===== config.mk =====
export PLATFORM = sky130hd
export DESIGN_NAME = gate_enable_seq
export DESIGN_NICKNAME = d
export VERILOG_FILES = /design/src/rtl/gate_seq_pkg.sv /design/src/rtl/seq_down_counter.sv /design/src/rtl/gate_enable_seq.sv
export SDC_FILE = /design/constraint.sdc
export NUM_CORES = 1
export LEC_CHECK = 0
export BUFFER_PORTS_ARGS = -buffer_cell sky130_fd_sc_hd__buf_2
export CAP_MARGIN = 20
export CORE_MARGIN = 2
export CORE_UTILIZATION = 53
export DETAILED_ROUTE_END_ITERATION = 12
export PLACE_DENSITY = 0.82
export SYNTH_ARGS = -nofsm -noshare
export SYNTH_HDL_FRONTEND = slang
export SYNTH_SLANG_ARGS = --single-unit

===== constraint.sdc =====
create_clock -name clk -period 2 [get_ports clk]
set_input_delay 0 -clock clk [delete_from_list [all_inputs] [get_ports clk]]
set_output_delay 0 -clock clk [all_outputs]
set_load 0.03 [all_outputs]

===== src/rtl/gate_seq_pkg.sv =====
// rtl/gate_seq_pkg.sv - shared state encoding and parameter defaults for the enable sequencer
package gate_seq_pkg;

  localparam int DEF_CNT_W = 8;
  localparam int DEF_LEAD  = 1;
  localparam int DEF_GUARD = 2;

  typedef enum logic [1:0] {
    S_IDLE,
    S_LEAD,
    S_ON,
    S_GUARD
  } seq_state_e;

  // Counter preload for a phase of `cycles` edges whose first `bias` edges are spent elsewhere.
  function automatic int preload(int cycles, int bias);
    return (cycles > bias) ? cycles - bias : 0;
  endfunction

endpackage


===== src/rtl/seq_down_counter.sv =====
// rtl/seq_down_counter.sv - loadable down-counter that saturates at zero and flags terminal count
module seq_down_counter
  import gate_seq_pkg::*;
#(
  parameter int CNT_W = DEF_CNT_W
) (
  input  logic             clk,
  input  logic             rst_n,
  input  logic             load,
  input  logic [CNT_W-1:0] load_val,
  input  logic             dec,
  output logic             tc
);

  logic [CNT_W-1:0] count_q, count_d;

  always_comb begin
    count_d = count_q;
    if (load) begin
      count_d = load_val;
    end else if (dec && (count_q != '0)) begin
      count_d = count_q - CNT_W'(1);
    end
  end

  always_ff @(posedge clk or negedge rst_n) begin
    if (!rst_n) begin
      count_q <= '0;
    end else begin
      count_q <= count_d;
    end
  end

  assign tc = (count_q == '0);

endmodule


===== src/rtl/gate_enable_seq.sv =====
// rtl/gate_enable_seq.sv - request/length to enable-window sequencer driving the clock gate's notE
module gate_enable_seq
  import gate_seq_pkg::*;
#(
  parameter int CNT_W = DEF_CNT_W,
  parameter int LEAD  = DEF_LEAD,
  parameter int GUARD = DEF_GUARD
) (
  input  logic             clk,
  input  logic             rst_n,
  input  logic             req,
  input  logic [CNT_W-1:0] len,
  input  logic             abort,
  output logic             ack,
  output logic             notE,
  output logic             busy,
  output logic             done,
  output logic             aborted
);

  // The done edge is the first guard cycle, so the GUARD state itself spans GUARD-1 edges.
  localparam logic [CNT_W-1:0] LEAD_LD  = CNT_W'(preload(LEAD, 1));
  localparam logic [CNT_W-1:0] GUARD_LD = CNT_W'(preload(GUARD, 2));

  seq_state_e       state_q, state_d;
  logic             ack_q, ack_d;
  logic             not_e_q, not_e_d;
  logic             busy_q, busy_d;
  logic             done_q, done_d;
  logic             aborted_q, aborted_d;
  logic             end_win;
  logic             len_load, len_dec, len_tc;
  logic             tmr_load, tmr_dec, tmr_tc;
  logic [CNT_W-1:0] tmr_val;

  seq_down_counter #(.CNT_W(CNT_W)) u_len_cnt (
    .clk      (clk),
    .rst_n    (rst_n),
    .load     (len_load),
    .load_val (len),
    .dec      (len_dec),
    .tc       (len_tc)
  );

  // Lead-in and guard never overlap, so one timer serves both.
  seq_down_counter #(.CNT_W(CNT_W)) u_tmr_cnt (
    .clk      (clk),
    .rst_n    (rst_n),
    .load     (tmr_load),
    .load_val (tmr_val),
    .dec      (tmr_dec),
    .tc       (tmr_tc)
  );

  always_comb begin
    state_d   = state_q;
    ack_d     = 1'b0;
    not_e_d   = 1'b1;
    done_d    = 1'b0;
    aborted_d = 1'b0;
    end_win   = 1'b0;
    len_load  = 1'b0;
    len_dec   = 1'b0;
    tmr_load  = 1'b0;
    tmr_dec   = 1'b0;
    tmr_val   = LEAD_LD;

    case (state_q)
      S_IDLE: begin
        if (req) begin
          ack_d = 1'b1;
          if (len == '0) begin
            done_d = 1'b1;
          end else begin
            len_load = 1'b1;
            if (LEAD == 0) begin
              state_d = S_ON;
            end else begin
              state_d  = S_LEAD;
              tmr_load = 1'b1;
            end
          end
        end
      end
      S_LEAD: begin
        if (abort) begin
          end_win   = 1'b1;
          aborted_d = 1'b1;
        end else if (tmr_tc) begin
          state_d = S_ON;
        end else begin
          tmr_dec = 1'b1;
        end
      end
      S_ON: begin
        // An exhausted count wins over a coincident abort.
        if (len_tc) begin
          end_win = 1'b1;
        end else if (abort) begin
          end_win   = 1'b1;
          aborted_d = 1'b1;
        end else begin
          not_e_d = 1'b0;
          len_dec = 1'b1;
        end
      end
      S_GUARD: begin
        if (tmr_tc) begin
          state_d = S_IDLE;
        end else begin
          tmr_dec = 1'b1;
        end
      end
      default: state_d = S_IDLE;
    endcase

    if (end_win) begin
      done_d = 1'b1;
      if (GUARD > 1) begin
        state_d  = S_GUARD;
        tmr_load = 1'b1;
        tmr_val  = GUARD_LD;
      end else begin
        state_d = S_IDLE;
      end
    end

    busy_d = (state_d != S_IDLE);
  end

  always_ff @(posedge clk or negedge rst_n) begin
    if (!rst_n) begin
      state_q   <= S_IDLE;
      ack_q     <= 1'b0;
      not_e_q   <= 1'b1;
      busy_q    <= 1'b0;
      done_q    <= 1'b0;
      aborted_q <= 1'b0;
    end else begin
      state_q   <= state_d;
      ack_q     <= ack_d;
      not_e_q   <= not_e_d;
      busy_q    <= busy_d;
      done_q    <= done_d;
      aborted_q <= aborted_d;
    end
  end

  assign ack     = ack_q;
  assign notE    = not_e_q;
  assign busy    = busy_q;
  assign done    = done_q;
  assign aborted = aborted_q;

endmodule

Word level (Yosys, flattened, before mapping):

Cells that the tools add are included.

* register bits after elaboration: 23
* output and inout port bits: 5
* input port bits: 12
* logic and storage cells: 57

* add/sub/neg operators: 2
* equal/unequal tests: 3
* reductions and logical operators: 11
* muxes and demuxes: 33

Operators by type and width (number)
* 8-bit two-way mux: 4
* 8-bit logical NOT: 3
* 1-bit two-way mux: 19
* 8-bit nonzero test: 2
* 8-bit by 1-bit subtractor with 8-bit output (second input constant): 2
* 2-bit two-way mux: 6
* 1-bit one-hot mux with 2 select lines: 3
* 2-bit one-hot mux with 3 select lines: 1
* 2-bit nonzero test: 3
* 2-bit equality test (second input constant): 2
* 2-bit by 1-bit equality test with 1-bit output (second input constant): 1
* 1-bit logical AND: 2
* 2-bit logical NOT: 1

Logic depth before layout (Yosys ltp):

* depth in word-level cells: 7
* gate-level depth with buffers: 8
* mapped depth without buffers: 8

Hierarchy:

Synthesis repeated with hierarchy kept, for this count alone.

* cells, all modules: 160
* area, all modules: 1512.7 sq um

Modules (own cells, without submodules)
* seq_down_counter: sequential area each 200.2 sq um, area an instance 528.0 sq um, cells each 58, instances 2
* gate_enable_seq: sequential area each 176.4 sq um, area an instance 456.7 sq um, cells each 44, instances 1

Least setup slack after synthesis:

Ideal clock, no wire load.

* kind: register to register
* start: reg u_len_cnt.count_q[0]
* end: reg u_len_cnt.count_q[4]
* data required time: 1875 ps
* slack: 201 ps
* setup time: 125 ps
* clock period less this slack: 1799 ps
* data arrival time: 1674 ps
* cell stages (with the launch flop): 9
* path buffers: 0
* cell sequence: dfrtp_1 inv_1 ha_1 nor4b_2 a211oi_4 inv_4 nor4b_2 xnor2_1 o21ai_1

* longest elaborated chain between the ends: 5
* elaborated cells between the ends (all ways): 9
* those cells by class: 1 x add/sub; 4 x mux; 4 x reduce/logical

Ends and longest elaborated chain
* start: declaration: RTL line seq_down_counter.sv:15 `logic [CNT_W-1:0] count_q, count_d;`
* start signal: assignment: RTL line seq_down_counter.sv:30 `count_q <= count_d;`
* branches (longest 5 deep; another with 8-bit by 1-bit subtractor with 8-bit output)

Parallel ways; which one is timed is not known. The select of a mux whose other input is x is not followed.
A chain may end at the register's enable or synchronous reset.

Final worst setup path:

Same ends and word-level chain as after synthesis.

==> impl_metrics.ini <==
[timing]
timing.final.setup_violations = 0
part_of_the_cycle_the_worst_path_needs_pct = 95.6
final.hold.worst_slack_ns = 0.162
fmax_mhz = 523
timing.max_slew.rel_slack_pct = 65.9
tightestPinTransition_ns = 0.508
post-route-min-period_ns = 1.91
worst_path_setup_slack_after_routing_ns = 0.0880
final_hold_fails = 0
fin_setup_tns_ns = 0
finClkSkew_ns = 0.00389
final-max-slew-violation-count = 0

[setup_path]
worstPathMaxFanout = 4
setup.worst_path.end_class = flip-flop
worstRegToRegCells = 8
timing.rr.end = u_len_cnt.count_q[4]
timing.rr.start = u_len_cnt.count_q[0]
data_arrival_time_of_the_critical_path_ns = 2.13
path_class = reg2reg
crit_required_ns = 2.22
rrSetupSlack_ns = 0.09
start_kind = flip-flop

[drt]
drc_errors = 0
dr.pass1.iters = 4
route.vias.total = 1161
per_cell_routed_wire_length_um = 15.4
drt_iter0_drc = 37
route.detailed.vias_per_inst = 5.75
drtAntennaViolNets = 0
wl_um = 3120

[power_and_ir_drop]
power_leakage_nw = 0.760
power_density_of_the_placed_cells_mw_per_mm2 = 1120
vdd_ir_drop_max_mv = 0.733

[layout]
layout_common_cells = sky130_fd_sc_hd__dfrtp_1 (22), sky130_fd_sc_hd__buf_2 (16), sky130_fd_sc_hd__nor2_1 (14), sky130_fd_sc_hd__nand2_1 (14), sky130_fd_sc_hd__dlygate4sd3_1 (11)
syn2layout_area_growth_pct = 27.8
fillerInstances = 177
final_area_mm2 = 0.00167
layout.cells.most_common = sky130_fd_sc_hd__dfrtp_1
insertedDiodeCount = 0
final-instance-count-excl-fill = 202
area.sequential_um2 = 577
multi_input_area_um2 = 738
final_net_count = 192
post_route_cells_drive_above_1_share_pct = 25.0

[floorplanning]
num_io_pins = 17
die_ar_mm2 = 0.00288
fp.dieH_um = 53.7
standard_cell_row_count = 18
floorplan.initialDensity_pct = 54.3
fp.dieW_um = 53.7
core-area_mm2 = 0.00241

[logic_synthesis]
synth_area_leaders = sky130_fd_sc_hd__dfrtp_1 (42%), sky130_fd_sc_hd__ha_1 (6.7%), sky130_fd_sc_hd__xor2_1 (5.4%)
synth_compound_area_share_pct = 17.1
postSynthAreaPerCell_um2 = 9.77
ys_seq_elements = 23
synth_sequential_area_ratio_pct = 44.1
post_synth_and_or_nand_nor_area_fraction_pct = 20.7
synth-edff-count = 0
synth_ff_type = sky130_fd_sc_hd__dfrtp_1
xor_xnor_share_of_the_synthesized_area_pct = 7.36
synth.largest_area_cell = sky130_fd_sc_hd__dfrtp_1
synthAdderAreaFrac_pct = 6.69
async_flop_share_pct = 100
mappedNetlistArea_mm2 = 0.00131
ys_types = 38
synthMuxAreaShare_pct = 0.765
netlist_instances = 134
synth_top_area_share_pct = 42.1
dominant_combinational_cell_family_by_area_after_synthesis = simple AND/OR/NAND/NOR gates
synth-warning-count = 0
postSynthNetCount = 153

[run_status]
outcome = finished, final reports clean

[place]
placedCellCount = 183
worst_setup_timing_slack_at_the_placement_stage_ns = -0.0639
routabilityCongestion = 0.824
io_buffer_count = 16
hpwlAfterDp_um = 1960
placed_area_mm2 = 0.00145

[global_routing]
grt_pass1_vias = 1184
globalRoute.totalOverflow = 0
grt_max_degree = 24
grt_antenna_before_repair = 0
grt_pass1_wl_um = 5100
gr-usage-all-layers_pct = 24.4

[cts]
cts_max_level = 1
cts_tree = built
clock_latency_ns = 0.32
clk_pin_slew_worst_paths_ns = 0.12
clkSinkCount = 23
clock_tree.buffer_depth = 2
cts_root_buffer = sky130_fd_sc_hd__clkbuf_4
cts_buffers = 3

[min_path]
timing.hold.worst.class = in2async

[job]
maxCapViolCount = 0
-- area by class of cell --
class	count	area share, %
clock buffers	4	1.57
inverters	10	2.39
multi-input cells	100	44.1
flip-flops and latches	23	34.5
well taps	30	2.24
repair buffers	35	15.2
-- cells by family after synthesis --
family,after synthesis
simple gates,49
compound gates,32
flops,23
xor+xnor,11
buf+inv,11
fa+ha+maj,7
mux,1
-- metal layers --
layer / part of all wire, % / wire, µm / track usage [%] / vias up
li1: - / - / - / 545
met1: 40 / 1250 / 29.3 / 572
met2: 52 / 1630 / 41.7 / 31
met3: 3.8 / 120 / 5.00 / 13
met4: 4.0 / 125 / 10.7 / 0
met5: 0 / 0 / 0 / -
-- critical path, cell delays in order, from the launching register on --
cell	delay (ns)
sky130_fd_sc_hd__dfrtp_1	0.44
sky130_fd_sc_hd__inv_1	0.08
sky130_fd_sc_hd__ha_2	0.21
sky130_fd_sc_hd__nor4b_4	0.15
sky130_fd_sc_hd__a211oi_4	0.38
sky130_fd_sc_hd__inv_4	0.09
sky130_fd_sc_hd__nor4b_4	0.24
sky130_fd_sc_hd__xnor2_1	0.15
sky130_fd_sc_hd__o21ai_1	0.07
-- metrics by stage --
stage               util [%]  power [mW]
floorplan                  -        1.28
global placement        60.3        1.45
detailed placement      60.3        1.47
CTS                     66.6        1.73
global route            69.4        2.01
finish                  69.4        1.87
-- state kept, by name, summed over array words and instances, names as in the netlist --
register / count
ack: 1
notE: 1
busy: 1
aborted: 1
state_q: 2
done: 1
u_tmr_cnt.count_q: 8
u_len_cnt.count_q: 8
-- how the worst max path moves through the flow --
stage / from / end / depth (start not counted)
floorplan: u_len_cnt.count_q[0] / u_len_cnt.count_q[4] / 8
global placement: u_len_cnt.count_q[0] / u_len_cnt.count_q[4] / 8
detailed placement: u_len_cnt.count_q[0] / u_tmr_cnt.count_q[1] / 7
CTS: state_q[0] / u_len_cnt.count_q[4] / 8
global route: state_q[1] / busy / 8
finish: u_len_cnt.count_q[0] / u_len_cnt.count_q[4] / 8
-- synth_stat cells, types with 2 or more instances --
master	n
sky130_fd_sc_hd__xor2_1	8
sky130_fd_sc_hd__a211oi_1	2
sky130_fd_sc_hd__or2_1	2
sky130_fd_sc_hd__inv_1	9
sky130_fd_sc_hd__o21ai_0	11
sky130_fd_sc_hd__a21oi_1	5
sky130_fd_sc_hd__o21ai_1	2
sky130_fd_sc_hd__xnor2_1	3
sky130_fd_sc_hd__nor4b_2	2
sky130_fd_sc_hd__dfrtp_1	22
sky130_fd_sc_hd__ha_1	7
sky130_fd_sc_hd__nor3_1	3
sky130_fd_sc_hd__nand3_1	3
sky130_fd_sc_hd__nor2_1	14
sky130_fd_sc_hd__nand2_1	15
sky130_fd_sc_hd__or3_1	2
sky130_fd_sc_hd__or4_1	2
sky130_fd_sc_hd__o21a_1	2
-- power breakdown --
group	internal (mW)	switching (mW)
logic	0.393	0.510
clock network	0.0782	0.143
registers	0.600	0.146
total	1.07	0.798
-- repair_timing --
action                                  CTS  global route
resized for setup                         1            12
hold buffers                             11             0
pin swaps                                 1             4
buffers inserted                          2             2
endpoints found under the setup margin    9            15
endpoints found under the hold margin    33             0
(Power assumes the default switching activity.)
